**src/rtl/tpu_tiled_engine.sv**
```systemverilog
// tpu_tiled_engine: tiled GEMM C = A x B on an SA_DIM x SA_DIM output-stationary systolic array.
// Optional macro TPU_SIGNED_EN: A/B elements are two's complement (default unsigned).
module tpu_tiled_engine #(
  parameter int SA_DIM    = 4,
  parameter int ELEM_BITS = 8,
  parameter int ACC_BITS  = 32,
  parameter int ADDR_BITS = 16
) (
  input  logic                        clk,
  input  logic                        rst_n,
  input  logic                        in_valid,
  input  logic [7:0]                  K,
  input  logic [7:0]                  M,
  input  logic [7:0]                  N,
  output logic                        busy,
  output logic                        ap_done,
  output logic                        ap_idle,
  output logic                        A_wr_en,
  output logic [ADDR_BITS-1:0]        A_index,
  input  logic [SA_DIM*ELEM_BITS-1:0] A_data_out,
  output logic                        B_wr_en,
  output logic [ADDR_BITS-1:0]        B_index,
  input  logic [SA_DIM*ELEM_BITS-1:0] B_data_out,
  output logic                        C_wr_en,
  output logic [ADDR_BITS-1:0]        C_index,
  output logic [SA_DIM*ACC_BITS-1:0]  C_data_in
);
  localparam int EW = ELEM_BITS;
  localparam int AW = ACC_BITS;
  localparam int PW = 2 * ELEM_BITS;
  localparam int IW = $clog2(SA_DIM);
  typedef enum logic [2:0] {IDLE, FEED, FLUSH, WRITE, DONE} state_t;
  state_t        state_q;
  logic [7:0]    k_q, m_q, n_q, mt_q, nt_q, cnt_q;
  logic          busy_q, done_q, idle_q, vld_q;
  logic [EW-1:0] a_m [SA_DIM];
  logic [EW-1:0] b_m [SA_DIM];
  logic [EW-1:0] a_e [SA_DIM];
  logic [EW-1:0] b_e [SA_DIM];
  logic [EW-1:0] a_q [SA_DIM][SA_DIM-1];
  logic [EW-1:0] b_q [SA_DIM-1][SA_DIM];
  logic [AW-1:0] acc_q [SA_DIM][SA_DIM];
  logic [15:0]   row_base, col_base, row;
  logic [8:0]    nt_tot;
  logic          last_mt, last_nt, feed, wr, clr;
  logic [IW-1:0] wsel;

  assign feed     = state_q == FEED;
  assign wr       = state_q == WRITE;
  assign clr      = feed && cnt_q == 8'd0;
  assign wsel     = cnt_q[IW-1:0];
  assign row_base = 16'(mt_q) * 16'(SA_DIM);
  assign col_base = 16'(nt_q) * 16'(SA_DIM);
  assign row      = row_base + 16'(cnt_q);
  assign nt_tot   = 9'((16'(n_q) + 16'(SA_DIM - 1)) / 16'(SA_DIM));
  assign last_mt  = row_base + 16'(SA_DIM) >= 16'(m_q);
  assign last_nt  = col_base + 16'(SA_DIM) >= 16'(n_q);

  assign busy    = busy_q;
  assign ap_done = done_q;
  assign ap_idle = idle_q;
  assign A_wr_en = 1'b0;
  assign B_wr_en = 1'b0;
  assign A_index = feed ? ADDR_BITS'(32'(mt_q) * 32'(k_q) + 32'(cnt_q)) : '0;
  assign B_index = feed ? ADDR_BITS'(32'(nt_q) * 32'(k_q) + 32'(cnt_q)) : '0;
  assign C_wr_en = wr && row < 16'(m_q);
  assign C_index = wr ? ADDR_BITS'(32'(row) * 32'(nt_tot) + 32'(nt_q)) : '0;

  always_ff @(posedge clk or negedge rst_n)
    if (!rst_n) begin
      state_q <= IDLE;
      {k_q, m_q, n_q, mt_q, nt_q, cnt_q} <= '0;
      busy_q  <= 1'b0;
      done_q  <= 1'b0;
      idle_q  <= 1'b1;
      vld_q   <= 1'b0;
    end else begin
      done_q <= 1'b0;
      vld_q  <= feed;
      case (state_q)
        IDLE: if (in_valid) begin
          {k_q, m_q, n_q} <= {K, M, N};
          {mt_q, nt_q, cnt_q} <= '0;
          busy_q <= 1'b1;
          idle_q <= 1'b0;
          state_q <= (K == 8'd0 || M == 8'd0 || N == 8'd0) ? DONE : FEED;
          done_q <= K == 8'd0 || M == 8'd0 || N == 8'd0;
        end
        FEED: begin
          cnt_q <= (cnt_q == k_q - 8'd1) ? 8'd0 : cnt_q + 8'd1;
          if (cnt_q == k_q - 8'd1) state_q <= FLUSH;
        end
        FLUSH: begin
          cnt_q <= (cnt_q == 8'(2 * SA_DIM - 1)) ? 8'd0 : cnt_q + 8'd1;
          if (cnt_q == 8'(2 * SA_DIM - 1)) state_q <= WRITE;
        end
        WRITE: if (cnt_q == 8'(SA_DIM - 1)) begin
          cnt_q   <= 8'd0;
          nt_q    <= last_nt ? 8'd0 : nt_q + 8'd1;
          mt_q    <= (last_nt && !last_mt) ? mt_q + 8'd1 : mt_q;
          state_q <= (last_nt && last_mt) ? DONE : FEED;
          done_q  <= last_nt && last_mt;
        end else begin
          cnt_q <= cnt_q + 8'd1;
        end
        DONE: begin
          state_q <= IDLE;
          busy_q  <= 1'b0;
          idle_q  <= 1'b1;
        end
        default: state_q <= IDLE;
      endcase
    end

  // Lanes beyond the matrix edge enter as zero; vld_q marks the cycle buffer data returns.
  always_comb
    for (int i = 0; i < SA_DIM; i++) begin
      a_m[i] = (vld_q && row_base + 16'(i) < 16'(m_q)) ? A_data_out[i*EW +: EW] : '0;
      b_m[i] = (vld_q && col_base + 16'(i) < 16'(n_q)) ? B_data_out[i*EW +: EW] : '0;
    end

  always_comb
    for (int j = 0; j < SA_DIM; j++)
      C_data_in[j*AW +: AW] = (wr && col_base + 16'(j) < 16'(n_q)) ? acc_q[wsel][j] : '0;

  for (genvar i = 0; i < SA_DIM; i++) begin : g_skew
    if (i == 0) begin : g_d0
      assign a_e[i] = a_m[i];
      assign b_e[i] = b_m[i];
    end else begin : g_dn
      logic [i*EW-1:0] as_q, bs_q;
      always_ff @(posedge clk or negedge rst_n)
        if (!rst_n) begin
          as_q <= '0;
          bs_q <= '0;
        end else begin
          as_q <= (as_q << EW) | (i*EW)'(a_m[i]);
          bs_q <= (bs_q << EW) | (i*EW)'(b_m[i]);
        end
      assign a_e[i] = as_q[i*EW-1 -: EW];
      assign b_e[i] = bs_q[i*EW-1 -: EW];
    end
  end

  for (genvar i = 0; i < SA_DIM; i++) begin : g_row
    for (genvar j = 0; j < SA_DIM; j++) begin : g_col
      logic [EW-1:0] ai, bi;
      logic [AW-1:0] pe;
      if (j == 0) begin : g_al
        assign ai = a_e[i];
      end else begin : g_ai
        assign ai = a_q[i][j-1];
      end
      if (i == 0) begin : g_bt
        assign bi = b_e[j];
      end else begin : g_bi
        assign bi = b_q[i-1][j];
      end
`ifdef TPU_SIGNED_EN
      logic signed [PW-1:0] p;
      assign p = $signed(ai) * $signed(bi);
`else
      logic [PW-1:0] p;
      assign p = ai * bi;
`endif
      assign pe = AW'(p);
      always_ff @(posedge clk or negedge rst_n)
        if (!rst_n) acc_q[i][j] <= '0;
        else acc_q[i][j] <= clr ? '0 : acc_q[i][j] + pe;
      if (j < SA_DIM - 1) begin : g_ap
        always_ff @(posedge clk or negedge rst_n)
          if (!rst_n) a_q[i][j] <= '0;
          else a_q[i][j] <= ai;
      end
      if (i < SA_DIM - 1) begin : g_bp
        always_ff @(posedge clk or negedge rst_n)
          if (!rst_n) b_q[i][j] <= '0;
          else b_q[i][j] <= bi;
      end
    end
  end
endmodule
```
**config.mk**
```make
export PLATFORM = sky130hd
export DESIGN_NAME = tpu_tiled_engine
export DESIGN_NICKNAME = d
export VERILOG_FILES = /design/src/rtl/tpu_tiled_engine.sv
export SDC_FILE = /design/constraint.sdc
export NUM_CORES = 2
export LEC_CHECK = 0
export ABC_AREA = 1
export BUFFER_PORTS_ARGS = -buffer_cell sky130_fd_sc_hd__buf_2
export CELL_PAD_IN_SITES_DETAIL_PLACEMENT = 1
export CELL_PAD_IN_SITES_GLOBAL_PLACEMENT = 2
export CORE_UTILIZATION = 40
export CTS_CLUSTER_DIAMETER = 30
export DETAILED_ROUTE_END_ITERATION = 10
export PLACE_DENSITY = 0.85
export SYNTH_ARGS = -nofsm -noshare
export SYNTH_HDL_FRONTEND = slang
export SYNTH_SLANG_ARGS = --single-unit
```
**constraint.sdc**
```tcl
create_clock -name clk -period 9.9 [get_ports clk]
set_clock_uncertainty 0.1 [all_clocks]
set_input_delay 0.99 -clock clk [delete_from_list [all_inputs] [get_ports clk]]
set_output_delay 0.99 -clock clk [all_outputs]
set_load 0.01 [all_outputs]
```
==> results.yml <==
detailed_routing:
  drc: 0
  post_drt_via_cell_ratio: 5.15
  drt.antenna.violating_nets: 0
  drt_wl_total_um: 304000
  drtIter0Drc: 3613
  num_vias: 75100
  first_pass_iters: 5
  routedWlPerCell_um: 20.8
cts:
  cts.sinks: 855
  cts_max_path_buffers: 4
  ctsResizeCount: 0
  hold_buffers: 0
  tritoncts: "yes"
  clkTransAtPathRegs_ns: 0.04
  cts_inserted_buffers: 299
  postCtsSetupRepairBufs: 0
  clock_latency_ns: 0.91
  htree_levels: 5
  root_buffer: "clkbuf_16"
global_route:
  antenna_found_initial: 28
  grt_max_degree: 143
  grt_pass1_vias: 83800
  gr-total-overflow: 0
  grt_pass1_wl_um: 479000
  grt_use_total_pct: 28.2
critical_path:
  endpoint: "C_index[12]"
  cp-end-kind: "primary output"
  worstPathMaxFanout: 15
  crit_required_ns: 8.81
  start_kind: "flip-flop"
  startpoint: "mt_q[2]"
  r2r_slack_ns: 3.01
  r2r_cells: 26
  crit_type: "flip-flop to primary output"
  r2r_start: "nt_q[5]"
  r2r_end: "acc_q[496]"
  critical_path_arrival_ns: 6.85
power:
  p_comb_share_pct: 37.1
  switching_share_pct: 42.9
  power_frac_seq_pct: 24.3
  powerDensity_mw_per_mm2: 244
  p_sw_mw: 10.6
  peakVddDrop_mv: 0.183
  p_int_mw: 14.1
  p_clk_share_pct: 38.6
  p_leak_nw: 55.8
  finalPower_mw: 24.6
synthesis:
  yosysSeqAreaShare_pct: 24.6
  ys_warn_count: 0
  ys_seq_elements: 855
  synth_cells: 11300
  syn-cell-area_mm2: 0.0871
  yosys_most_used_dff: "dfrtp_1"
  ys_types: 46
  syn_area_per_cell_um2: 7.70
  synth_async_sr_flop_share_pct: 100
  synth_edf_count: 0
sta:
  finalHoldViolations: 0
  tns_ns: 0
  slew_viol_final: 0
  max_freq_ghz: 0.126
  period_share_pct: 80.2
  min_period_ns: 7.94
  slew_headroom_pct: 27.9
  tightest_slew_ns: 1.08
  setup_viol: 0
  rsz0062_at_grt: "no"
flow_run:
  maxCapViolCount: 0
floorplanning:
  die_w_um: 469
  io_pins: 273
  rows: 170
  die-area_mm2: 0.220
  coreArea_mm2: 0.215
  die_y_um: 469
  start_util_pct: 40.4
status:
  status: "complete, no violations"
final_layout:
  nets: 13300
  area_growth_pct: 15.8
  fill_cells: 26200
  drive_gt1_share_pct: 6.89
placed_design:
  port_buffers: 270
  dp_hpwl_um: 234000
  place.gp.congestion: 0.917
hold_path:
  hold_path_class: "primary input to asynchronous set/reset pin"
-- how the worst min path moves through the flow --
stage                     slack (ns)                      end                    from  cells past startpoint
final                           0.03               acc_q[306]                   rst_n                      1
after detailed placement        0.24   g_skew[3].g_dn.bs_q[8]  g_skew[3].g_dn.bs_q[0]                      0
after CTS                       0.03               acc_q[432]                   rst_n                      1
after floorplan                 0.23  g_skew[2].g_dn.as_q[10]  g_skew[2].g_dn.as_q[2]                      0
after global placement          0.23  g_skew[3].g_dn.as_q[14]  g_skew[3].g_dn.as_q[6]                      0
after global routing            0.07               acc_q[317]                   rst_n                      1
-- cell type report --
| class | count | area (µm²) | area share (%) |
|---|---|---|---|
| diodes | 21 | 52.6 | 0.0521 |
| clock buffers | 406 | 8630 | 8.56 |
| clock inverters | 108 | 1460 | 1.45 |
| inverters | 2607 | 9810 | 9.72 |
| multi-input cells | 7416 | 54200 | 53.7 |
| flip-flops and latches | 855 | 21400 | 21.2 |
| well taps | 2838 | 3550 | 3.52 |
| repair buffers | 314 | 1780 | 1.76 |
-- layout by cell type (no fill, tap or decap), types with 11 or more instances in the layout --
| cell type | count |
|---|---|
| a31oi_1 | 35 |
| buf_2 | 269 |
| ha_1 | 806 |
| clkbuf_1 | 40 |
| nor2_1 | 1032 |
| nand2_1 | 2485 |
| dfrtp_1 | 852 |
| o21ai_0 | 516 |
| clkbuf_16 | 306 |
| clkinv_2 | 39 |
| inv_6 | 11 |
| nand4_1 | 74 |
| o21a_1 | 40 |
| diode_2 | 21 |
| clkbuf_8 | 60 |
| o21bai_1 | 36 |
| a21boi_0 | 20 |
| bufinv_16 | 31 |
| nand3b_1 | 14 |
| nor3_1 | 126 |
| nor4_1 | 29 |
| nand3_1 | 247 |
| xor2_1 | 59 |
| a32o_1 | 19 |
| o21ai_1 | 36 |
| xnor2_1 | 88 |
| inv_1 | 2596 |
| a21oi_1 | 734 |
| buf_4 | 37 |
| a21o_1 | 28 |
| fa_1 | 940 |
| clkinvlp_4 | 17 |
-- through the flow --
step	hold slack [ns]	utilization (%)	area, µm²	cells	worst slack, ns
3_5_place_dp	0.236	42.1	90800	14000	2.85
5_1_grt	0.0660	46.8	101000	14600	1.50
3_3_place_gp	0.233	42.1	90800	14000	3.02
6_report	0.0338	46.8	101000	14600	1.96
4_1_cts	0.0318	46.8	101000	14500	1.93
2_1_floorplan	0.231	-	87100	11300	3.94
-- power groups by stage --
stage,sequential (mW),clock (mW),combinational [mW]
2_1_floorplan,4.65,0,6.61
4_1_cts,5.99,9.64,9.23
5_1_grt,6.08,9.80,10.3
3_5_place_dp,6.02,0,9.05
3_3_place_gp,5.99,0,8.77
6_report,5.99,9.50,9.14
-- Yosys cell counts, types with 52 or more instances --
cell type,number,share of area [%]
inv_1,2599,11
nand2_1,2485,11
nor2_1,1032,4.4
fa_1,940,22
dfrtp_1,854,25
ha_1,806,12
a21oi_1,734,4.2
o21ai_0,516,3.0
clkbuf_1,367,1.6
nand3_1,247,1.4
nor3_1,127,0.73
xnor2_1,88,0.88
nand4_1,74,0.53
xor2_1,59,0.59
buf_2,52,0.30
-- logic make-up after synthesis --
logic type | synth area share, %
AO/OA/AOI/OAI | 9.16
XOR/XNOR | 1.48
adder cells (fa/ha/maj) | 33.2
buffers and inverters | 13.2
flip-flops | 24.6
other | 0.00430
AND/OR/NAND/NOR | 18.4
-- layer usage --
layer / vias to the layer above / wire length [µm] / track usage, %
li1: 34700 / - / -
met1: 38200 / 127000 / 34.8
met2: 1558 / 150000 / 49.1
met3: 616 / 12800 / 3.99
met4: 10 / 13400 / 11.8
met5: - / 54 / 0
-- critical path, stage by stage (launching register included) --
cell and delay (ns):
dfrtp_1 0.76, ha_1 0.39, a21oi_1 0.14, nand2_1 0.12, a31oi_1 0.20, xor2_1 0.61, inv_1 0.14, nor2_1 0.19
fa_1 0.45, inv_1 0.09, fa_1 0.41, fa_1 0.49, inv_1 0.05, fa_1 0.44, ha_1 0.35, nand2_1 0.10
a21oi_1 0.05, nor3_1 0.27, nand2_1 0.16, a21oi_1 0.19, xor2_1 0.17, nor2_1 0.05, buf_2 0.16
-- registers in the layout (all words and copies together) (netlist names) --
signal / flops
acc_q: 512
g_skew.g_dn.as_q: 40
ap_idle: 1
g_skew.g_dn.bs_q: 40
ap_done: 1
g_row.g_col.ai: 104
state_q: 3
nt_q: 8
cnt_q: 8
busy: 1
n_q: 8
m_q: 8
mt_q: 8
k_q: 8
g_row.g_col.bi: 104
vld_q: 1
Power figures use the tool's default switching activity.
